===== src/rtl/icache_refill_pkg.sv =====
// Shared constants and state encoding for the I-cache refill engine.
// Geometry: 64 sets of 64-byte lines, filled by 32-bit memory beats.
package icache_refill_pkg;

  localparam int icache_pc_size   = 32;
  localparam int icache_memw      = 32;
  localparam int icache_blocksize = 512;
  localparam int icache_noofsets  = 64;

  localparam int icache_beats   = icache_blocksize / icache_memw;
  localparam int icache_offbits = $clog2(icache_blocksize / 8);
  localparam int icache_idxbits = $clog2(icache_noofsets);
  localparam int icache_tagbits =
    icache_pc_size - icache_offbits - icache_idxbits;

  typedef enum logic [2:0] {
    IDLE,
    REQ,
    DATA,
    DRAIN,
    WRITE
  } refill_state_t;

endpackage


===== src/rtl/icache_line_buf.sv =====
// Beat-indexed line assembly buffer with beat counter.
// Ports: clr_i/wipe_i reset count/data, beat_i counts, store_i writes data_i.
module icache_line_buf #(
  parameter int MEM_W      = 32,
  parameter int BLOCK_BITS = 512,
  localparam int BEATS     = BLOCK_BITS / MEM_W,
  localparam int CNT_W     = $clog2(BEATS)
) (
  input  logic                  clk,
  input  logic                  rst_n,
  input  logic                  clr_i,
  input  logic                  wipe_i,
  input  logic                  beat_i,
  input  logic                  store_i,
  input  logic [MEM_W-1:0]      data_i,
  output logic                  last_beat_o,
  output logic [BLOCK_BITS-1:0] line_o
);

  logic [CNT_W-1:0]      cnt_q, cnt_d;
  logic [BLOCK_BITS-1:0] line_q, line_d;

  always_comb begin
    cnt_d  = cnt_q;
    line_d = line_q;
    if (wipe_i) line_d = '0;
    if (clr_i) cnt_d = '0;
    else if (beat_i) cnt_d = cnt_q + 1'b1;
    if (store_i)
      line_d[int'(cnt_q)*MEM_W +: MEM_W] = data_i;
  end

  always_ff @(posedge clk or negedge rst_n) begin
    if (!rst_n) begin
      cnt_q  <= '0;
      line_q <= '0;
    end else begin
      cnt_q  <= cnt_d;
      line_q <= line_d;
    end
  end

  assign last_beat_o = beat_i && (cnt_q == CNT_W'(BEATS - 1));
  assign line_o      = line_q;

endmodule


===== src/rtl/icache_refill_ctrl.sv =====
// I-cache miss handler: one aligned burst read, line assembly, array write.
// Ports: miss/flush from fetch, mem_* burst bus, line_* cache array write.
module icache_refill_ctrl
  import icache_refill_pkg::*;
#(
  parameter int ADDR_W     = icache_pc_size,
  parameter int MEM_W      = icache_memw,
  parameter int BLOCK_BITS = icache_blocksize,
  parameter int NUM_SETS   = icache_noofsets,
  localparam int OFF_W     = $clog2(BLOCK_BITS / 8),
  localparam int IDX_W     = $clog2(NUM_SETS),
  localparam int TAG_W     = ADDR_W - OFF_W - IDX_W
) (
  input  logic                  clk,
  input  logic                  rst_n,
  input  logic                  miss_i,
  input  logic [ADDR_W-1:0]     miss_addr_i,
  input  logic                  flush_i,
  output logic                  refill_busy_o,
  output logic                  refill_done_o,
  output logic                  mem_req_o,
  output logic [ADDR_W-1:0]     mem_addr_o,
  input  logic                  mem_gnt_i,
  input  logic                  mem_rvalid_i,
  input  logic [MEM_W-1:0]      mem_rdata_i,
  output logic                  line_we_o,
  output logic [IDX_W-1:0]      line_set_o,
  output logic [TAG_W-1:0]      line_tag_o,
  output logic [BLOCK_BITS-1:0] line_data_o
);

  localparam logic [ADDR_W-1:0] OFF_MASK =
    ADDR_W'((1 << OFF_W) - 1);

  refill_state_t     state_q, state_d;
  logic [ADDR_W-1:0] addr_q, addr_d;

  logic accept;
  logic cnt_clr;
  logic beat;
  logic store;
  logic last_beat;

  always_ff @(posedge clk or negedge rst_n) begin
    if (!rst_n) begin
      state_q <= IDLE;
      addr_q  <= '0;
    end else begin
      state_q <= state_d;
      addr_q  <= addr_d;
    end
  end

  always_comb begin
    state_d = state_q;
    unique case (state_q)
      IDLE: begin
        if (miss_i && !flush_i) state_d = REQ;
      end
      REQ: begin
        if (mem_gnt_i)
          state_d = flush_i ? DRAIN : DATA;
        else if (flush_i)
          state_d = IDLE;
      end
      DATA: begin
        // A flush on the final beat leaves nothing to drain.
        if (last_beat)
          state_d = flush_i ? IDLE : WRITE;
        else if (flush_i)
          state_d = DRAIN;
      end
      DRAIN: begin
        if (last_beat) state_d = IDLE;
      end
      WRITE: begin
        state_d = IDLE;
      end
      default: state_d = IDLE;
    endcase
  end

  always_comb begin
    refill_busy_o = 1'b1;
    refill_done_o = 1'b0;
    mem_req_o     = 1'b0;
    line_we_o     = 1'b0;
    accept        = 1'b0;
    cnt_clr       = 1'b0;
    beat          = 1'b0;
    store         = 1'b0;
    unique case (state_q)
      IDLE: begin
        refill_busy_o = 1'b0;
        accept        = miss_i && !flush_i;
      end
      REQ: begin
        mem_req_o = 1'b1;
        cnt_clr   = mem_gnt_i;
      end
      DATA: begin
        beat  = mem_rvalid_i;
        store = mem_rvalid_i;
      end
      DRAIN: begin
        beat = mem_rvalid_i;
      end
      WRITE: begin
        refill_done_o = 1'b1;
        line_we_o     = 1'b1;
      end
      default: refill_busy_o = 1'b0;
    endcase
  end

  assign addr_d = accept ? (miss_addr_i & ~OFF_MASK) : addr_q;

  assign mem_addr_o = mem_req_o ? addr_q : '0;
  assign line_set_o = addr_q[OFF_W +: IDX_W];
  assign line_tag_o = addr_q[ADDR_W-1 -: TAG_W];

  // The old line is wiped when a new refill is accepted so that an
  // aborted burst never leaves words behind in the next line.
  icache_line_buf #(
    .MEM_W      (MEM_W),
    .BLOCK_BITS (BLOCK_BITS)
  ) u_buf (
    .clk         (clk),
    .rst_n       (rst_n),
    .clr_i       (cnt_clr),
    .wipe_i      (accept),
    .beat_i      (beat),
    .store_i     (store),
    .data_i      (mem_rdata_i),
    .last_beat_o (last_beat),
    .line_o      (line_data_o)
  );

endmodule


===== config.mk =====
export PLATFORM = sky130hd
export DESIGN_NAME = icache_refill_ctrl
export DESIGN_NICKNAME = d
export VERILOG_FILES = /design/src/rtl/icache_refill_pkg.sv /design/src/rtl/icache_line_buf.sv /design/src/rtl/icache_refill_ctrl.sv
export SDC_FILE = /design/constraint.sdc
export NUM_CORES = 1
export LEC_CHECK = 0
export CORE_AREA = 2 2 249 251
export CTS_CLUSTER_SIZE = 28
export DETAILED_ROUTE_END_ITERATION = 12
export DIE_AREA = 0 0 251 253
export HOLD_SLACK_MARGIN = 0.06
export PLACE_DENSITY_LB_ADDON = 0.15
export SLEW_MARGIN = 20
export SYNTH_ARGS = -nofsm -noshare
export SYNTH_HDL_FRONTEND = slang
export SYNTH_SLANG_ARGS = --single-unit

===== constraint.sdc =====
create_clock -name clk -period 3.6 [get_ports clk]
set_clock_uncertainty 0.2 [all_clocks]
set_input_delay 0.54 -clock clk [delete_from_list [all_inputs] [get_ports clk]]
set_output_delay 0.54 -clock clk [all_outputs]
set_load 0.005 [all_outputs]

* Word-level counts from Yosys, hierarchy flattened *
Index checks and enable logic that the tools add are counted.

storage, ports and cells
  bits of input ports = 70
  output and inout port bits = 574
  flip-flop bits (word level) = 545
  logic and storage cells = 47

cells by class
  shift operators = 2
  reductions and logical operators = 8
  equal/unequal tests = 9
  add/sub/neg operators = 2
  muxes and demuxes = 22

operators with widths
  operator                   count
  $mux 512                   2
  $bwmux 512                 1
  $shift 32x33->512 const A  1
  $shiftx 32x33->512         1
  $neg 9->33                 1
  $mux 32                    1
  $mux 3                     7
  $pmux 3 s4                 1
  $mux 1                     8
  $mux 4                     2
  $eq 3x2->1 const B         2
  $ne 3x3->1 const B         2
  $add 4x1->4 const B        1
  $eq 4x4->1 const B         1
  $ne 2x2->1 const B         2
  $reduce_and 4->1           1
  $reduce_or 4->1            1
  $eq 3x1->1 const B         1
  $eq 3x3->1 const B         1
  $logic_not 3->1            1
  $logic_and 1x1->1          2
  $reduce_bool 2->1          1
  $reduce_or 2->1            1
  $logic_not 1->1            1

* Depth between registers and ports, before layout *
  depth after elaboration = 6
  mapped depth = 13
  gate-level depth less buffers = 6

* Hierarchy *
A second synthesis with hierarchy kept.

unflattened totals
  cells, all modules = 2371
  area total of the unflattened synthesis = 23821.6 sq um

by module, submodules not included
  module              seq. area each (sq um)  cells each  area each (sq um)  instances
  icache_line_buf     12912.4                 2257        22341.4            1
  icache_refill_ctrl  725.7                   114         1480.2             1

* Worst setup path after synthesis *
Ideal clock, no wire load.

  path type = reg2reg
  start point = register u_buf.cnt_q[0]
  end point = register u_buf.line_q[258] (netlist: u_buf.line_o[258])
  setup slack = 0.674 ns
  data arrival time = 2.647 ns
  period minus slack after synthesis = 2.926 ns
  library setup time = 0.079 ns
  cell stages (with the launch flop) = 13
  buffers on the path = 7
  data required time = 3.321 ns
  cell sequence = dfrtp_1 -> buf_2 -> buf_1 -> clkbuf_1 -> nor3_1 -> ha_1 -> buf_2 -> nor2b_1 -> clkbuf_1 -> and4_4 -> buf_6 -> buf_6 -> mux2i_1

on the way
  longest elaborated chain between the ends = 4
  elaborated cells on any way between the ends = 5
  classes of those cells = add/sub (1); shift (2); mux (2)

ends and longest elaborated chain
  what                                                     line                   source
  start, declared                                          icache_line_buf.sv:20  logic [CNT_W-1:0] cnt_q, cnt_d;
  start signal, assigned                                   icache_line_buf.sv:38  cnt_q <= cnt_d;
  $neg 9->33 (*)                                           icache_line_buf.sv:30  line_d[int'(cnt_q)*MEM_W +: MEM_W] = data_i;
  $shiftx 32x33->512 or $shift 32x33->512 (tied branches)  icache_line_buf.sv:30
  $bwmux 512 (*)                                           icache_line_buf.sv:30
  $mux 512 (*)                                             icache_line_buf.sv:29  if (store_i)
  net u_buf.line_d[258]                                    icache_line_buf.sv:21  logic [BLOCK_BITS-1:0] line_q, line_d;
  end signal, assigned                                     icache_line_buf.sv:39  line_q <= line_d;
  end, declared                                            icache_line_buf.sv:21

The timed path passes the listed nets; every way through them passes the cells marked *.
A chain may end at the register's enable or synchronous reset.

* Worst setup path in the final report *
  start point = register state_q[0]
  end point = output mem_addr_o[18]

on the way
  longest elaborated chain between the ends = 3

ends and longest elaborated chain
  what                    line                       source
  start, declared         icache_refill_ctrl.sv:35   refill_state_t state_q, state_d;
  start signal, assigned  icache_refill_ctrl.sv:49   state_q <= state_d;
  $eq 3x1->1              icache_refill_ctrl.sv:92   unique case (state_q)
  $mux 1                  icache_refill_ctrl.sv:92
  $mux 32                 icache_refill_ctrl.sv:118  assign mem_addr_o = mem_req_o ? addr_q : '0;
  end, declared           icache_refill_ctrl.sv:22   output logic [ADDR_W-1:0] mem_addr_o,

No other way between the ends.

==> impl_results.md <==
- Die Ht: around 250 um
- Worst Path Class, Setup: flip-flop to output port
- DRC viols: 0
- Fillers: between 5000 and 6000
- Final Cell Area: a little over 30000 sq um
- Die width: around 250 um
- Layout area overhead: 40.9%
- R2r startpoint: u_buf.cnt_q[2]$_DFFE_PN0P_
- Synth warnings: 0
- Post_cts resized: 0
- Crit. Startpoint: state_q[0]$_DFFE_PN0P_
- Maximum clock frequency: around 0.32 GHz
- Avg WL per Cell: roughly 25 um
- Synthesized flop and latch total: between 500 and 600
- DR pass1 iterations: 5
- Ports: about 640
- Async set-or-reset flop fraction in the synthesized netlist: 1.00
- First-pass GRT wire length: around 130000 um
- CTS buffer count: 58
- DRT iter0 DRCs: around 1600
- Hold_sp: u_buf.line_o[104]$_DFF_PN0_
- Number of flops mapped to enable cells by yosys: 0
- Worst skew pair latency: just over 0.6 ns
- Worst rel slew slack: 0.178
- Core ar.: slightly above 60000 sq um
- Reg area: approximately 14000 sq um
- Setup_tns: 0 ns
- Final Max Slew Viols: 0
- Register area share after synthesis: 0.616
- Logic pwr share: 0.300
- Reg clk slew, reported paths: 0.06 ns
- Initial antenna violation count: 8
- Root Driver: clkbuf_16
- Footprint of the multi-input gates: about 7600 sq um
- Via-to-Cell Ratio: 5.39
- Crit path DAT: 2.40 ns
- Pwr dens: between 600 and 700 nW/um^2
- Max-Cap Viols: 0
- I/O Buffers: around 630
- Final setup margin: 0.463 ns
- Status: finished, final reports clean
- Mapped Cells: 2201
- GP Congestion: about 0.84
- Post-route ant nets: 0
- Worst VDD drop: about 0.32 mV
- Pre-CTS setup slack: approximately 0.40 ns
- Drt total wl: a little over 90000 um
- Startpoint types: flip-flop
- Crit Path Max Fanout: 31
- Final period util: 0.871
- Overall power: ~0.02 W
- CTS Buffer Depth: 3
- Largest net degree at the start of global routing: 229
- Cell Area, Synth: 22100 sq um
- Top_reg_cell synth: dfrtp_1
- Kind of end point of the critical path: output port
- Leak: roughly 13 nW
- Hold Violations, Final: 0
- Worst slew pin tran: approximately 1.2 ns
- CTS tree: done
- Netlist cell types: 48
- Sequential power share: 0.389
- CTS Sinks: about 550
- Data required, critical path: 2.86 ns
- Final setup viols: 0
- Tot GR Track Use: 0.279
- Initial Utilization: 0.363
- HP Class: flip-flop to flip-flop
- Clock power frac: 0.310
- Vias in the first global route: around 19000
- Die ar.: around 64000 sq um
- Psw: 0.00662 W
- Final Critical Period: ~3.1 ns
- Hold slack: about 0.3 ns
- Dpl hpwl: approximately 60000 um
- Grt ovf: 0
- Htree depth: 2
- Share of layout cells above drive strength 1: 0.0771
- Row count: 91
- RSZ-0062 raised after global routing: no
- DR vias: 19300
- Internal Pwr Total: roughly 0.013 W
- DP Area: around 29000 sq um
- Avg Cell Area, Syn: 10.1 sq um
- Sw Share: 0.334
- Nets: about 2800
==> sequential cells by signal, indices dropped and copies added, names as in the netlist <==
register	cells
addr_q	26
state_q	3
u_buf.cnt_q	4
u_buf.line_o	512
==> power groups by stage <==
stage | combinational [W] | sequential, W | clock [W]
after CTS | 0.00600 | 0.00772 | 0.00625
after global placement | 0.00590 | 0.00777 | 0
final | 0.00596 | 0.00772 | 0.00615
after detailed placement | 0.00597 | 0.00781 | 0
after global routing | 0.00641 | 0.00785 | 0.00651
after floorplan | 0.00230 | 0.00776 | 0
==> Yosys cell counts (all sizes together), types with 2 or more instances <==
| master | number | area (sq um) |
|---|---|---|
| a21oi | 5 | 25.0 |
| and2 | 31 | 194 |
| and3b | 3 | 26.3 |
| and4 | 3 | 28.8 |
| buf | 103 | 572 |
| clkbuf | 136 | 523 |
| dfrtp | 545 | 13600 |
| ha | 3 | 37.5 |
| inv | 4 | 15.0 |
| mux2 | 26 | 293 |
| mux2i | 33 | 330 |
| nand2 | 355 | 1330 |
| nand3 | 388 | 1940 |
| nand4 | 6 | 65.1 |
| nor2 | 3 | 11.3 |
| nor2b | 4 | 25.0 |
| nor3 | 5 | 25.0 |
| nor3b | 3 | 22.5 |
| nor4 | 2 | 12.5 |
| nor4b | 3 | 32.5 |
| nor4bb | 2 | 20.0 |
| o2111ai | 6 | 65.1 |
| o211a | 2 | 27.5 |
| o211ai | 66 | 505 |
| o21ai | 449 | 2250 |
| or2 | 2 | 12.5 |
| xnor2 | 5 | 51.3 |
| xor2 | 2 | 17.5 |
==> stage by stage <==
step                 util  std cells
detailed placement  0.479       3458
CTS                 0.511       3567
global route        0.511       3570
global placement    0.479       3458
floorplan               -       2206
finish              0.511       3572
==> worst paths after layout <==
| kind | to | slack [ns] | cells past startpoint |
|---|---|---|---|
| setup / recovery | mem_addr_o[18] | 0.46 | 4 |
| hold / removal | u_buf.line_o[104]$_DFF_PN0_ | 0.29 | 2 |
| setup reg to reg | u_buf.line_o[146]$_DFF_PN0_ | 0.47 | 6 |
| hold reg to reg | u_buf.line_o[104]$_DFF_PN0_ | 0.29 | 2 |
| max in group asynchronous | u_buf.line_o[34]$_DFF_PN0_ | 1.94 | 3 |
| min in group asynchronous | u_buf.line_o[104]$_DFF_PN0_ | 0.30 | 2 |
==> worst max-delay path, stage by stage (launching register included) <==
cell	delay, ns
dfrtp_1	0.50
nor3b_2	0.21
buf_4	0.32
and2_1	0.21
clkdlybuf4s50_1	0.51
==> cells by family (layout without fill, tap and decap cells) <==
| kind of cell | Yosys count | count (layout) | synth area share |
|---|---|---|---|
| AO/OA/AOI/OAI | 530 | 530 | 0.130 |
| XOR/XNOR | 7 | 7 | 0.00311 |
| adder cells (fa/ha/maj) | 3 | 3 | 0.00170 |
| buffers and inverters | 243 | 814 | 0.0501 |
| flip-flops | 545 | 545 | 0.616 |
| multiplexers | 59 | 59 | 0.0281 |
| other | 1 | 11 | 0.000169 |
| AND/OR/NAND/NOR | 813 | 813 | 0.170 |
==> layer usage <==
layer	part of all wire	track usage	wire, um	up-vias
met5	0.00018	0	16	-
met1	0.39	0.345	35200	9575
met4	0.039	0.106	3570	2
met2	0.49	0.467	44500	831
met3	0.081	0.0760	7370	171
li1	-	-	-	8679
==> cells in the final DEF (no fill, tap or decap), types with 2 or more instances in the layout <==
master / count
a21oi_1: 5
and2_1: 31
and3b_1: 3
buf_12: 13
buf_4: 57
bufinv_16: 4
clkbuf_1: 15
clkbuf_16: 59
clkbuf_8: 14
clkdlybuf4s50_1: 630
clkinv_2: 10
clkinvlp_4: 3
conb_1: 6
dfrtp_1: 544
diode_2: 5
ha_1: 3
inv_1: 4
inv_6: 2
mux2_2: 26
mux2i_1: 33
nand2_1: 355
nand3_1: 388
nand4_1: 3
nand4_4: 2
nor2_1: 3
nor2b_1: 3
nor3_1: 4
nor3b_2: 2
nor4_1: 2
nor4b_1: 2
o2111ai_4: 6
o211ai_1: 64
o211ai_4: 2
o21ai_0: 411
o21ai_1: 38
xnor2_1: 4
xor2_1: 2
==> cell type report <==
| class | count | area share |
|---|---|---|
| clock inverters | 20 | 0.00702 |
| well taps | 790 | 0.0317 |
| inverters | 4 | 0.000481 |
| multi-input cells | 1418 | 0.243 |
| repair buffers | 702 | 0.225 |
| flip-flops and latches | 545 | 0.437 |
| clock buffers | 88 | 0.0553 |
| diodes | 5 | 0.000401 |
==> what timing repair did <==
action	CTS	global route
buffers inserted	0	0
hold buffers	1	0
endpoints found under the hold margin	59	0
Power figures use the tool's default switching activity.
